<file path="src/rtl/alu.sv">
// Registered two-operand ALU: ADD/SUB/AND/OR with carry/borrow and zero flags.
// The result registers hold their value on idle cycles; v_o pulses once per result.
module alu #(
  parameter int width_p = 8
) (
  input  logic               clk_i,
  input  logic               reset_n_i,
  input  logic               v_i,
  input  logic [1:0]         sel_i,
  input  logic [width_p-1:0] a_i,
  input  logic [width_p-1:0] b_i,
  output logic [width_p-1:0] res_o,
  output logic               v_o,
  output logic               carry_o,
  output logic               zero_o
);

  typedef enum logic [1:0] {
    OP_ADD = 2'b00,
    OP_SUB = 2'b01,
    OP_AND = 2'b10,
    OP_OR  = 2'b11
  } op_e;

  logic [width_p:0]   sum_ext;
  logic [width_p:0]   diff_ext;
  logic [width_p-1:0] alu_res;
  logic               alu_carry;

  logic [width_p-1:0] res_q, res_d;
  logic               carry_q, carry_d;
  logic               zero_q, zero_d;
  logic               v_q, v_d;

  // The extra MSB of the extended difference is set exactly when a_i < b_i.
  assign sum_ext  = {1'b0, a_i} + {1'b0, b_i};
  assign diff_ext = {1'b0, a_i} - {1'b0, b_i};

  // NOTE: every combinational output gets a default first, so no path leaves it unassigned and no latch is inferred.
  always_comb begin
    alu_res   = '0;
    alu_carry = 1'b0;
    unique case (op_e'(sel_i))
      OP_ADD: begin
        alu_res   = sum_ext[width_p-1:0];
        alu_carry = sum_ext[width_p];
      end
      OP_SUB: begin
        alu_res   = diff_ext[width_p-1:0];
        alu_carry = diff_ext[width_p];
      end
      OP_AND: alu_res = a_i & b_i;
      OP_OR:  alu_res = a_i | b_i;
      default: begin
        alu_res   = '0;
        alu_carry = 1'b0;
      end
    endcase
  end

  always_comb begin
    res_d   = res_q;
    carry_d = carry_q;
    zero_d  = zero_q;
    v_d     = 1'b0;
    if (v_i) begin
      res_d   = alu_res;
      carry_d = alu_carry;
      zero_d  = (alu_res == '0);
      v_d     = 1'b1;
    end
  end

  // NOTE: state registers use non-blocking assignments so every flop samples pre-edge values.
  always_ff @(posedge clk_i) begin
    if (!reset_n_i) begin
      res_q   <= '0;
      carry_q <= 1'b0;
      zero_q  <= 1'b1;
      v_q     <= 1'b0;
    end else begin
      res_q   <= res_d;
      carry_q <= carry_d;
      zero_q  <= zero_d;
      v_q     <= v_d;
    end
  end

  assign res_o   = res_q;
  assign carry_o = carry_q;
  assign zero_o  = zero_q;
  assign v_o     = v_q;

endmodule

</file>
<file path="config.mk">
export PLATFORM = sky130hd
export DESIGN_NAME = alu
export DESIGN_NICKNAME = d
export VERILOG_FILES = /design/src/rtl/alu.sv
export SDC_FILE = /design/constraint.sdc
export NUM_CORES = 1
export LEC_CHECK = 0
export CORE_UTILIZATION = 44
export CTS_CLUSTER_SIZE = 8
export DETAILED_ROUTE_END_ITERATION = 10
export GPL_TIMING_DRIVEN = 0
export PLACE_DENSITY = 0.84
export SLEW_MARGIN = 20
export SYNTH_ARGS = -nofsm -noshare
export SYNTH_HDL_FRONTEND = slang
export SYNTH_SLANG_ARGS = --single-unit
</file>
<file path="constraint.sdc">
create_clock -name clk_i -period 2.5 [get_ports clk_i]
set_clock_uncertainty 0.2 [all_clocks]
set_input_delay 0.5 -clock clk_i [delete_from_list [all_inputs] [get_ports clk_i]]
set_output_delay 0.5 -clock clk_i [all_outputs]
set_load 0.02 [all_outputs]
</file>
== Word level (Yosys, flattened, before mapping) ==
Index checks and enable logic that the tools add are counted.
Storage, ports and cells
  register bits after elaboration: 11
  latch bits: 0
  bits in writable memories: 0
  bits in read-only memories: 0
  bits of input ports: 21
  output and inout port bits: 11
  word-level logic and storage cells: 16
  memories kept: 0
Cells by class
  add/subtract/negate cells: 2
  multiply operators: 0
  div/mod/pow operators: 0
  $lt $le $gt $ge: 0
  equal/unequal tests: 3
  shifts and indexed selects: 0
  muxes and demuxes: 3
  bitwise operators: 2
  reductions and logical operators: 2
Operators with widths (count)
  8-bit case mux with 4 select lines: 1
  8-bit by 8-bit adder with 9-bit output: 1
  8-bit by 8-bit subtractor with 9-bit output: 1
  8-bit bitwise AND: 1
  8-bit zero test: 1
  8-bit bitwise OR: 1
  2-bit equality test, second input constant: 2
  2-bit by 1-bit equality test with 1-bit output, second input constant: 1
  2-bit zero test: 1
  1-bit case mux with 2 select lines: 1
  1-bit 2-to-1 mux: 1

== Depth between registers and ports, before layout ==
  word-level depth: 3
  mapped depth: 9

== Worst setup path before layout ==
OpenSTA, ideal clock, no wires.
  kind: input to register
  from: input a_i[0]
  to: register zero_q (netlist: zero_o)
  setup time: 0.115 ns
  arrival: 2.119 ns
  data required time: 2.185 ns
  path slack: 0.066 ns
  stages on the path: 9
  path buffers: 0
  path through: inv_1 > ha_1 > fa_1 > o21bai_1 > a21oi_1 > a221o_1 > a22oi_1 > a2111oi_1 > a31o_1
On the way
  longest elaborated chain between the ends: 3
Ends and longest elaborated chain
  start: declaration: line 10  | input logic [width_p-1:0] a_i,
  8-bit by 8-bit subtractor with 9-bit output, or another cell as far along: line 37  | assign diff_ext = {1'b0, a_i} - {1'b0, b_i};
  8-bit case mux with 4 select lines (*): line 43  | unique case (op_e'(sel_i))
  8-bit zero test (*): line 69  | zero_d = (alu_res == '0);
  end signal: assignment: line 84  | zero_q <= zero_d;
  end: declaration: line 32  | logic zero_q, zero_d;
Every way passes the cells marked *; elsewhere a longest branch is shown, timed or not.
A chain may end at the register's enable or synchronous reset.

== Worst setup path in the final report ==
  from: input b_i[2]
  to: register zero_q (netlist: zero_o)
On the way
  longest elaborated chain between the ends: 3
Ends and longest elaborated chain
  start: declaration: line 11  | input logic [width_p-1:0] b_i,
  8-bit by 8-bit subtractor with 9-bit output, or another cell as far along: line 37
  8-bit case mux with 4 select lines (*): line 43
  8-bit zero test (*): line 69
Marks and branches as above.

==> results.sh <==
export IMPL_async_flop_share=0
export IMPL_leakagePower_nw=0.942
export IMPL_placed_area_um2=1870
export IMPL_numPortBuffers=30
export IMPL_diodes=0
export IMPL_design_area_um2=2160
export IMPL_placed_cells=261
export IMPL_rows=20
export IMPL_antenna_found_initial=0
export IMPL_drive_gt1_frac=0.317
export IMPL_synth_main_ff_cell="dfxtp_1"
export IMPL_r2r_cells=2
export IMPL_crit_chain="dlygate4sd2_1 -> inv_2 -> ha_4 -> buf_6 -> nand2b_4 -> o2111a_2 -> o311a_1 -> nor4_4 -> a2111oi_2 -> a31o_1"
export IMPL_run_status="complete, no violations"
export IMPL_vias=1573
export IMPL_min_path_type="reg2reg"
export IMPL_min_to="res_o[5]$_SDFFE_PN0P_"
export IMPL_place_congestion=0.870
export IMPL_cts_clk_slew_worst_paths_ps=70
export IMPL_synth_distinct_cells=53
export IMPL_finalNonFillerCells=274
export IMPL_cp_top_family="compound AO/OA/AOI/OAI gates"
export IMPL_yosys_top_cells_count="ha_1, inv_1, nor2_1, a21oi_1, dfxtp_1"
export IMPL_cts_tree="done"
export IMPL_nFillCells=269
export IMPL_die_area_um2=3680
export IMPL_cts_buffers=3
export IMPL_critPathMaxStageDelay_ps=330
export IMPL_ant_nets=0
export IMPL_dpl_worst_slack_ps=-816
export IMPL_grt_max_degree=11
export IMPL_start_util=0.480
export IMPL_fin_crit_sh=0.973
export IMPL_ys_seq_elements=11
export IMPL_io_pins=32
export IMPL_vias_per_cell=5.74
export IMPL_finalCriticalPeriod_ps=2430
export IMPL_cp_start_kind="primary input"
export IMPL_synth_avg_cell_area_um2=8.09
export IMPL_grt_pass1_wl_um=6310
export IMPL_totalWireLength_um=4130
export IMPL_nets=278
export IMPL_synth_edff_count=0
export IMPL_syn_num_nets=234
export IMPL_hold_path_depth=2
export IMPL_grt_overflow=0
export IMPL_fin_ws_ps=67.5
export IMPL_post_synth_top_count_cell="ha_1"
export IMPL_synthTopCellsByArea="ha_1, dfxtp_1, mux2i_1"
export IMPL_wl_per_cell_um=15.1
export IMPL_grt_use_total=0.229
export IMPL_synth_cells=187
export IMPL_dp_hpwl_um=2930
export IMPL_cts_sinks=11
export IMPL_drc=0
export IMPL_worstSkewPairLatency_ps=270
export IMPL_synth_area_um2=1510
export IMPL_synth_top_area_share=0.199
export IMPL_fin_tns_setup_ps=0
export IMPL_maxSlewHeadroom=0.681
export IMPL_worstSetupEndpointType="flip-flop"
export IMPL_drtIter0Drc=77
export IMPL_min_from="res_o[5]$_SDFFE_PN0P_"
export IMPL_die_w_um=60.6
export IMPL_fmax_mhz=411
export IMPL_cts_root_buf="clkbuf_4"
export IMPL_tightest_slew_ps=479
export IMPL_drtPass1Iterations=4
export IMPL_synthToLayoutAreaGrowth_pct=42.5
export IMPL_grt_pass1_vias=1464
export IMPL_htreeDepth=1
export IMPL_cp_max_fo=5
export IMPL_worstPathRequired_ps=2460
export IMPL_path_buf_inv=3
export IMPL_ys_warn_count=0
export IMPL_cap_violations=0
export IMPL_setup_viol_count_final=0
export IMPL_r2r_setup_slack_ps=1530
export IMPL_die_h_um=60.6
export IMPL_worstReg2RegStart="zero_o$_SDFFE_PN1P_"
export IMPL_synth_top_area_cell="ha_1"
export IMPL_drv_slew=0
export IMPL_ys_seq_area_frac=0.146
export IMPL_clockBufferDepth=2
export IMPL_power_w=0.000741
export IMPL_crit_type="in2reg"
export IMPL_holdBufCountCts=0
export IMPL_core_um2=3150
export IMPL_hold_viol=0
export IMPL_rr_endpoint="zero_o$_SDFFE_PN1P_"
export IMPL_cellPowerDensity_nw_per_um2=344
export IMPL_irDropWorstVdd_uv=144
export IMPL_cp_arrival_ps=2400
export IMPL_crit_path_top_delay_cell="o311a_1"
what timing repair did:
action	CTS	global route
resized for setup	59	26
pin swaps	18	16
setup buffers	7	2
endpoints found under the setup margin	7	4
power by group:
part / internal, W / switching, W / total [W]
registers: 0.000190 / 0.00000757 / 0.000198
clock network: 0.0000619 / 0.0000590 / 0.000121
logic: 0.000200 / 0.000222 / 0.000422
worst max-delay path by stage:
stage,startpoint,to,slack [ps],depth (start not counted)
after global routing,b_i[4],zero_o$_SDFFE_PN1P_,-2,9
after global placement,a_i[0],res_o[6]$_SDFFE_PN0P_,-760,10
after CTS,a_i[4],zero_o$_SDFFE_PN1P_,10,9
after floorplan,a_i[0],zero_o$_SDFFE_PN1P_,70,9
final,b_i[2],zero_o$_SDFFE_PN1P_,70,10
after detailed placement,a_i[1],zero_o$_SDFFE_PN1P_,-820,9
registers in the layout, indices dropped and copies added (netlist names):
register / count
carry_o: 1
res_o: 8
v_o: 1
zero_o: 1
tightest hold or removal path: stages (launching register included):
cell     delay [ps]
dfxtp_1         310
nand2_1          50
a21oi_1          60
layer usage:
layer  part of all wire  GRT usage
met5                  0          0
met4              0.025      0.110
met3              0.033     0.0171
met2               0.51      0.424
met1               0.43      0.266
cells in the final DEF, fill, tap and decap left out, types with 3 or more instances in the layout:
master / count
clkdlybuf4s50_1: 16
clkbuf_4: 4
ha_4: 7
a21o_1: 4
o211ai_1: 3
nor2b_1: 4
nand3_1: 3
a21oi_1: 10
buf_2: 5
o21ai_0: 6
nor2_1: 14
nand2_1: 7
buf_4: 10
inv_1: 16
o21a_1: 3
ha_1: 13
dlygate4sd2_1: 7
nand2b_1: 4
dfxtp_1: 11
inv_2: 9
mux2i_1: 7
a21oi_2: 3
ha_2: 4
kinds of logic (layout without fill, tap and decap cells):
logic type | count (synthesis) | after routing | synth area share
buf+inv | 31 | 74 | 0.0844
compound gates | 55 | 55 | 0.265
simple gates | 50 | 50 | 0.189
xor+xnor | 3 | 3 | 0.0174
mux | 11 | 11 | 0.0744
flops | 11 | 11 | 0.146
fa+ha+maj | 26 | 26 | 0.225
final cells by class:
class,instances,area [um^2],share of cell area
Buffer,6,46.3,0.0215
Clock buffer,4,26.3,0.0122
Inverter,25,93.8,0.0435
Multi-Input combinational cell,145,1390,0.642
Sequential cell,11,220,0.102
Tap cell,44,55.1,0.0255
Timing Repair Buffer,39,329,0.153
stage by stage:
stage | hold WS (ps) | utilization
floorplan | 333 | -
global placement | 249 | 0.592
detailed placement | 263 | 0.592
CTS | 272 | 0.654
global route | 310 | 0.684
finish | 266 | 0.684
Note: power is estimated with default switching activity, not from simulation.
